==> src/rtl/instr_fetch_sequencer_pkg.sv <==
// Opcode map, flag index and FSM encoding shared by the fetch sequencer
// and the downstream ALU/register stage.
package instr_fetch_sequencer_pkg;

    localparam logic [7:0] OP_ADD  = 8'h00;
    localparam logic [7:0] OP_SUB  = 8'h01;
    localparam logic [7:0] OP_AND  = 8'h02;
    localparam logic [7:0] OP_OR   = 8'h03;
    localparam logic [7:0] OP_XOR  = 8'h04;
    localparam logic [7:0] OP_LD   = 8'h10;
    localparam logic [7:0] OP_ST   = 8'h12;
    localparam logic [7:0] OP_JMP  = 8'hF0;
    localparam logic [7:0] OP_JZ   = 8'hF1;
    localparam logic [7:0] OP_NOP  = 8'hFE;
    localparam logic [7:0] OP_HALT = 8'hFF;

    localparam int FLAG_Z = 0;

    // Operator word driven downstream whenever nothing is being issued.
    localparam logic [15:0] NOP_OPERATOR = {OP_NOP, 8'h00};

    typedef enum logic [1:0] {
        S_IDLE  = 2'd0,
        S_FETCH = 2'd1,
        S_EXEC  = 2'd2,
        S_HALT  = 2'd3
    } state_t;

    // Control-flow opcodes are consumed by the sequencer and never issued.
    function automatic logic is_flow_op(input logic [7:0] op);
        return (op == OP_JMP) || (op == OP_JZ) || (op == OP_HALT);
    endfunction

endpackage

==> src/rtl/instr_fetch_sequencer.sv <==
// Two-cycle FETCH/EXEC sequencer: reads a synchronous program ROM, resolves
// JMP/JZ/HALT locally and issues every other word to the ALU/register stage.
module instr_fetch_sequencer
    import instr_fetch_sequencer_pkg::*;
#(
    parameter int ADDR_W = 8
) (
    input  logic              clk,
    input  logic              reset,
    input  logic              start,
    input  logic [ADDR_W-1:0] start_addr,
    output logic [ADDR_W-1:0] rom_addr,
    input  logic [31:0]       rom_data,
    input  logic [3:0]        alu_flags,
    output logic [15:0]       operator,
    output logic [15:0]       operand,
    output logic              issue_valid,
    output logic              busy,
    output logic              halted,
    output logic [ADDR_W-1:0] pc,
    output logic [15:0]       instr_count,
    output state_t            dbg_state_o
);

    localparam logic [ADDR_W-1:0] PC_ONE = {{(ADDR_W-1){1'b0}}, 1'b1};

    // Handshake: issue_valid is a one-cycle strobe with no back-pressure; the
    // downstream stage must accept operator/operand in every cycle it is high.

    state_t            state_q, state_d;
    logic [ADDR_W-1:0] pc_q, pc_d;
    logic [15:0]       count_q, count_d;
    logic [15:0]       operator_q, operator_d;
    logic [15:0]       operand_q, operand_d;
    logic              issue_q, issue_d;

    logic [7:0]        opcode;
    logic [ADDR_W-1:0] jump_target;
    logic              zero_flag;
    logic              unused_flags;

    assign opcode       = rom_data[31:24];
    assign jump_target  = rom_data[ADDR_W-1:0];
    assign zero_flag    = alu_flags[FLAG_Z];
    assign unused_flags = ^alu_flags[3:1];

    always_ff @(posedge clk) begin
        if (reset) begin
            state_q    <= S_IDLE;
            pc_q       <= '0;
            count_q    <= '0;
            operator_q <= NOP_OPERATOR;
            operand_q  <= '0;
            issue_q    <= 1'b0;
        end else begin
            state_q    <= state_d;
            pc_q       <= pc_d;
            count_q    <= count_d;
            operator_q <= operator_d;
            operand_q  <= operand_d;
            issue_q    <= issue_d;
        end
    end

    always_comb begin
        state_d    = state_q;
        pc_d       = pc_q;
        count_d    = count_q;
        operator_d = NOP_OPERATOR;
        operand_d  = '0;
        issue_d    = 1'b0;

        case (state_q)
            S_IDLE, S_HALT: begin
                if (start) begin
                    pc_d    = start_addr;
                    count_d = '0;
                    state_d = S_FETCH;
                end
            end
            S_FETCH: begin
                state_d = S_EXEC;
            end
            S_EXEC: begin
                state_d = S_FETCH;
                if (is_flow_op(opcode)) begin
                    case (opcode)
                        OP_JMP:  pc_d = jump_target;
                        OP_JZ:   pc_d = zero_flag ? jump_target : pc_q + PC_ONE;
                        default: state_d = S_HALT;
                    endcase
                end else begin
                    operator_d = rom_data[31:16];
                    operand_d  = rom_data[15:0];
                    issue_d    = 1'b1;
                    pc_d       = pc_q + PC_ONE;
                    count_d    = (count_q == 16'hFFFF) ? count_q : count_q + 16'd1;
                end
            end
            default: begin
                state_d = S_IDLE;
            end
        endcase
    end

    // The ROM registers its address internally, so pc drives it directly.
    assign rom_addr    = pc_q;
    assign pc          = pc_q;
    assign instr_count = count_q;
    assign operator    = operator_q;
    assign operand     = operand_q;
    assign issue_valid = issue_q;
    assign busy        = (state_q == S_FETCH) || (state_q == S_EXEC);
    assign halted      = (state_q == S_HALT);
    assign dbg_state_o = state_q;

endmodule

==> config.mk <==
export PLATFORM = sky130hd
export DESIGN_NAME = instr_fetch_sequencer
export DESIGN_NICKNAME = d
export VERILOG_FILES = /design/src/rtl/instr_fetch_sequencer_pkg.sv /design/src/rtl/instr_fetch_sequencer.sv
export SDC_FILE = /design/constraint.sdc
export NUM_CORES = 1
export LEC_CHECK = 0
export BUFFER_PORTS_ARGS = -buffer_cell sky130_fd_sc_hd__buf_2
export CAP_MARGIN = 20
export CELL_PAD_IN_SITES_DETAIL_PLACEMENT = 1
export CELL_PAD_IN_SITES_GLOBAL_PLACEMENT = 1
export CORE_ASPECT_RATIO = 0.8
export CORE_MARGIN = 3
export CORE_UTILIZATION = 37
export CTS_BUF_LIST = sky130_fd_sc_hd__clkbuf_16
export DETAILED_ROUTE_END_ITERATION = 7
export PLACE_DENSITY = 0.95
export SLEW_MARGIN = 20
export SYNTH_ARGS = -nofsm -noshare
export SYNTH_HDL_FRONTEND = slang
export SYNTH_SLANG_ARGS = --single-unit
==> constraint.sdc <==
create_clock -name clk -period 6.4 [get_ports clk]
set_input_delay 0.32 -clock clk [delete_from_list [all_inputs] [get_ports clk]]
set_output_delay 0.32 -clock clk [all_outputs]
set_load 0.02 [all_outputs]
==> metrics.txt, run 1 <==
switch share=36.40%; Initial Utilization=about two fifths; Core Box Area=6604 sq um; Max Clock Skew=5.811 ps; initial antenna violation count=0; Post-synth EDFFs=0; GRT Total Usage=20.09%; top cells by count, synth=dfxtp_1 (59), and2_1 (26), nand3_1 (17), o21ai_0 (16), a21oi_1 (13); status=finished clean; Detailed Place HPWL=between 5000 and 6000 microns; Chip Width=between 90 and 100 microns; initial drt markers=120; synth top area cells=dfxtp_1 (45%), and2_1 (6.2%), nand3_1 (3.3%); critical path capture point type=register; end of the worst register-to-register path=pc[2]$_SDFFE_PP0P_; Fin. Hold Viols=0; Switch Pwr=493.1 uW; crit path time final=between 2000 and 2500 ps; endpoints failing setup=0; Worst Reg-to-Reg Cells=7; setup TNS=0 ps; RR Startpoint=dbg_state_o[0]$_SDFFE_PP0P_; Register Area=about 1200 sq um; Max-Cap Viols=0; main flop type after synthesis=dfxtp_1; gr ovfl total=0; RSZ-0062 raised after global routing=false; Final period util=39.02%; Yosys top cell area share=45.25%; routed wire length=7878 microns; DR WL/cell=16.76 microns; Final ANT Viol Nets=0; Port Buffers=112; chip height=81.12 microns; Post-CTS Hold Buffers=0; synthesized flop and latch total=59; Power Total=1355 uW; worst vdd ir=roughly 170 uV; CTS clock-pin slew for the worst setup and hold paths=50 ps; fillers=782; row cnt=26; largest net degree at the start of global routing=36; Post-Synthesis Cell Area=2610 sq um; logic gate share of total power=31.7%; vias in the first global route=2522; Root Buffer=clkbuf_16; Worst Path Required=6650 ps; Post-Syn Area per Cell=9.491 sq um; Detailed Routing Iterations Pass 1=6; gpl congestion=0.8086; Hold Crit Start=rom_data[18]; nets@finish=435; CTS tree=yes; Seq/Total Area, Yosys=45.25%; CP startpoint kind=register; part of the power in registers=between 30% and 40%; worst skew pair latency=320 ps; total clock buffers created by CTS=9; layout cells sized above 1=37.31%; CP peak stage delay=710 ps; pwr dens=roughly 390 nW/um^2; CTS max path bufs=2; Worst-Margin Slew=758.8 ps; clock sink total=59; Ys Warns=0; # diodes=0; worst relative slew slack=about half; Slowest-stage cell, CP=a311oi_4; CP Class=reg2reg; Final Instance Area=3467 sq um; first-pass GRT wire length=12680 microns; WHS Path Cells=2; cell with the most instances after synthesis=dfxtp_1; post-CTS setup buffer count=0; Yosys cell types=50; P_leak=between 0.0015 and 0.002 uW; Top Ports=around 120; DP Area=3183 sq um; WP data arrival=between 2000 and 3000 ps; post-synthesis to final-layout area growth=32.84%; Hold EP=operator[2]$_SDFF_PP0_; clock network fraction of total power=about a third; Worst Hold Class=in2reg; cell-internal power=between 800 and 900 uW; post-cts resize count=0; fmax=400.4 MHz; drt drc=0; area leader, netlist=dfxtp_1; Mapped Nets=328; Vias/cell=5.289; crit path cell chain=inv_1 > ha_1 > and2b_1 > a311oi_4 > nor2_1 > or3_1 > a31oi_1; reg2reg setup slack=3900 ps; die area=8104 sq um; worst-path fanout max=17; ys async rst share=0%; fin. max-slew vios=0; Post-Synthesis Cells=275; Min Hold Slack=a little under 200 ps; Multi-input gate area=1300 sq um; via count=2486; H-tree depth=3
-- cell usage in the layout, fill, tap and decap left out, types with 2 or more instances in the layout --
cell         n
buf_2      112
xnor2_1      3
a41oi_1      2
o21ai_0     16
and3_1       8
nand3_1     17
clkbuf_16    9
nor3_1       2
and4_1       3
nand2_1      8
nor2_1       8
a31oi_1      3
nor2_2       2
dfxtp_1     59
and2_1      26
o221a_2      2
o311a_1      3
nand2b_1    10
inv_1        8
and4_4       2
or3_1        9
nor3b_1      2
nand4_1      8
xor2_1       4
o22ai_1      2
o31ai_1      3
clkinv_2     4
or4_1        3
a21oi_1     13
nor2b_1      2
mux2i_1      5
ha_1         6
-- metal layers --
metal	track usage, %	wire length, microns	vias to the layer above
met2	33.69	3831	94
met5	0	0	-
li1	-	-	1204
met1	24.62	3455	1178
met4	7.776	109	0
met3	5.579	482	10
-- cell type report --
type / count / area share, %
multi-input combinational: 191 / 37.50
sequential: 59 / 34.07
timing repair buffer: 113 / 16.38
clock buffer: 9 / 6.496
tap: 84 / 3.031
clock inverter: 6 / 1.660
inverter: 8 / 0.8661
-- through the flow --
stage	utilization, %	std cells	setup WS (ps)
finish	52.50	470	3902
global route	52.50	470	3659
CTS	52.48	470	3915
detailed placement	48.20	455	3952
global placement	48.20	455	4053
floorplan	-	275	4204
-- power groups by stage --
stage	Combinational, uW	Clock [uW]	Sequential (uW)
final	430	461	464
after global routing	476	485	472
after CTS	431	469	465
after detailed placement	427	0	471
after global placement	415	0	466
after floorplan	261	0	518
-- registers in the layout (all words and copies together), names as in the netlist --
register / flops
instr_count: 16
operand: 16
operator: 16
pc: 8
dbg_state_o: 2
issue_valid: 1
-- worst max path at each step --
stage                           startpoint                     endpoint  depth (start not counted)
4_1_cts        dbg_state_o[0]$_SDFFE_PP0P_  instr_count[1]$_SDFFE_PP0P_                          5
2_1_floorplan  dbg_state_o[0]$_SDFFE_PP0P_           pc[4]$_SDFFE_PP0P_                          7
5_1_grt        dbg_state_o[0]$_SDFFE_PP0P_           pc[2]$_SDFFE_PP0P_                          7
3_5_place_dp   dbg_state_o[0]$_SDFFE_PP0P_  instr_count[1]$_SDFFE_PP0P_                          5
6_report       dbg_state_o[0]$_SDFFE_PP0P_           pc[2]$_SDFFE_PP0P_                          7
3_3_place_gp   dbg_state_o[0]$_SDFFE_PP0P_           pc[0]$_SDFFE_PP0P_                          6
-- cell families after synthesis --
kind of cell	after synthesis	share of synthesized area, %
AO/OA/AOI/OAI	56	15.53
XOR/XNOR	7	2.349
adder cells (fa/ha/maj)	6	2.876
buffers and inverters	25	4.985
flip-flops	59	45.25
multiplexers	5	1.918
AND/OR/NAND/NOR	117	27.09
-- critical path: cells and delay by family (launching register included) --
family | cells | cell delay, ps
AOI/OAI and AO/OA | 2 | 860
adders and majority gates | 1 | 350
buffers and inverters | 1 | 70
DFF | 1 | 440
and+or+nand+nor | 3 | 690
(Power assumes the default switching activity.)
==> run 2, diff against run 1 <==
--- a/config.mk
+++ b/config.mk
@@ -11,10 +11,10 @@
 export CELL_PAD_IN_SITES_GLOBAL_PLACEMENT = 1
 export CORE_ASPECT_RATIO = 0.8
 export CORE_MARGIN = 3
-export CORE_UTILIZATION = 37
+export CORE_UTILIZATION = 31
 export CTS_BUF_LIST = sky130_fd_sc_hd__clkbuf_16
 export DETAILED_ROUTE_END_ITERATION = 7
-export PLACE_DENSITY = 0.95
+export PLACE_DENSITY = 0.87
 export SLEW_MARGIN = 20
 export SYNTH_ARGS = -nofsm -noshare
 export SYNTH_HDL_FRONTEND = slang
==> constraint.sdc (replaced) <==
create_clock -name clk -period 2.2 [get_ports clk]
set_input_delay 0.11 -clock clk [delete_from_list [all_inputs] [get_ports clk]]
set_output_delay 0.11 -clock clk [all_outputs]
set_load 0.02 [all_outputs]
==> run 2 against run 1 <==
First-iteration DRC count up 9.2%. Worst hold slack worse by 190 ps. Non-clock buffer count up 24. Clock power rose to 3.3 times the previous value. Clock skew up 1.1 ps. Die area up 18%. Final cell count up 10%. Count of clock-buffer cells in the layout unchanged. Largest cell class unchanged.
==> metrics.txt, run 2 (same netlist as run 1, synthesis figures left out) <==
status=finished clean; worst relative slew slack=72.49% (+23 points); Top Ports=116 (unchanged); Initial Utilization=32.40% (-7.1 points); WHS Path Cells=2 (unchanged); gr ovfl total=0 (unchanged); die area=9563 sq um (+18%); critical path capture point type=register; Power Total=4295 uW (+220%); CP Class=reg2reg; GRT Total Usage=18.51% (-1.6 points); setup TNS=0 ps (unchanged); CTS max path bufs=2 (unchanged); Port Buffers=112 (unchanged); worst skew pair latency=320 ps (about the same); via count=2623 (+5.5%); RR Startpoint=dbg_state_o[1]$_SDFFE_PP0P_; commonest non-fill, non-tap cell in the layout=buf_2; H-tree depth=3 (unchanged); routed wire length=8836 microns (+12%); Vias/cell=5.054 (-4.5%); CP top delay family=simple AND/OR/NAND/NOR gates; endpoints failing setup=0 (unchanged); Detailed Routing Iterations Pass 1=4 (-2); WP data arrival=2270 ps (-480 ps); layout cells sized above 1=37.23% (-0.079 points); Slowest-stage cell, CP=or4_4; clock sink total=59 (unchanged); initial drt markers=131 (+9.2%); Hold Crit Start=rom_data[5]; fillers=968 (+24%); CTS tree=yes; pwr dens=1139 nW/um^2 (+190%); crit path time final=2067 ps (-430.2 ps); Hold EP=operand[5]$_SDFF_PP0_; largest net degree at the start of global routing=33 (-8.3%); Fin. Hold Viols=0 (unchanged); fin. max-slew vios=0 (unchanged); crit path cell chain=ha_1 > nand2_1 > or4_4 > nor2_4 > or4_1 > a21oi_1; worst setup margin=132.6 ps (-3770 ps); row cnt=29 (+12%); chip height=88.07 microns (+8.6%); Worst Hold Class=in2reg; drt drc=0 (unchanged); Max Clock Skew=6.946 ps (+1.135 ps); Core Box Area=8055 sq um (+22%); CP startpoint kind=register; Worst Path Required=2400 ps (-4250 ps); Final period util=93.97% (+55 points); end of the worst register-to-register path=instr_count[3]$_SDFFE_PP0P_; DR WL/cell=17.03 microns (+1.6%); first-pass GRT wire length=13810 microns (+8.9%); P_leak=0.001688 uW (+8.2%); CTS clock-pin slew for the worst setup and hold paths=60 ps (about the same); Chip Width=108.6 microns (+8.7%); nets@finish=459 (+5.5%); initial antenna violation count=0 (unchanged); crit path buf inv count=0 (-1); vias in the first global route=2728 (+8.2%); Min Hold Slack=5.083 ps (-188.3 ps); gpl congestion=0.7857 (-2.8%); Root Buffer=clkbuf_16; reg2reg setup slack=130 ps (-3770 ps); RSZ-0062 raised after global routing=false; fmax=483.7 MHz (+21%); total clock buffers created by CTS=9 (unchanged); worst-path fanout max=9 (-8); CP peak stage delay=550 ps (-160 ps); Worst Reg-to-Reg Cells=6 (-1); post-synthesis to final-layout area growth=44.54%; # diodes=0 (unchanged); Final ANT Viol Nets=0 (unchanged); Detailed Place HPWL=6221 microns (+7.1%); worst vdd ir=591.7 uV (+250%); Worst-Margin Slew=412.2 ps (-346.5 ps); worst slack, placed=106.2 ps (-3846 ps); origin of the worst setup path=dbg_state_o[1]$_SDFFE_PP0P_; commonest cells after routing, fill and taps aside=buf_2 (112), dfxtp_1 (59), and2_1 (26), nand3_1 (17), o21ai_0 (16); Max-Cap Viols=0 (unchanged)
run 2: cell types whose count changed in the layout (fill, tap and decap cells not counted), sizes merged:
cell	before	now
dlygate4sd3	0	15
bufinv	1	2
clkinv	4	2
inv	8	10
buf	113	122
run 2: per-stage QoR:
step                      cell area, sq um  utilization [%]  std cells
final                                 3772            46.83        519
after global routing                  3772            46.83        519
after CTS                             3760            46.68        518
after detailed placement              3286            40.79        487
after global placement                3286            40.79        487
after floorplan                       2610                -        275
run 2: timing repair:
action | CTS | global route
endpoints found under the hold margin | 15 | 0
hold buffers | 15 | 0
resized for setup | 0 | 1
endpoints found under the setup margin | 0 | 15
buffers inserted | 0 | 1
run 2: worst max path at each step:
stage | to | cells past startpoint
final | instr_count[3]$_SDFFE_PP0P_ | 6
after global routing | instr_count[4]$_SDFFE_PP0P_ | 6
after CTS | instr_count[3]$_SDFFE_PP0P_ | 7
after detailed placement | instr_count[3]$_SDFFE_PP0P_ | 7
after global placement | instr_count[3]$_SDFFE_PP0P_ | 7
after floorplan | pc[4]$_SDFFE_PP0P_ | 7
run 2: final cells by class:
type / count / area (sq um) / area share [%]
inverter: 8 / 30.03 / 0.7960
tap: 108 / 135.1 / 3.582
multi-input combinational: 191 / 1304 / 34.56
clock buffer: 9 / 225.2 / 5.970
timing repair buffer: 137 / 798.3 / 21.16
sequential: 59 / 1181 / 31.31
clock inverter: 7 / 98.84 / 2.620
run 2: per-layer routing:
layer	wire, microns	share of wire [%]	track usage (%)	vias to the layer above
met5	0	0	0	-
met4	125	1.4	6.881	0
met3	592	6.7	4.937	13
met1	3906	44	22.83	1257
met2	4212	48	31.13	94
li1	-	-	-	1259
run 2: power breakdown:
group          leakage [uW]  total, uW  switching (uW)  internal (uW)
registers          0.000479       1330             126           1210
clock network      0.000156       1520             521            998
logic               0.00105       1440             886            556
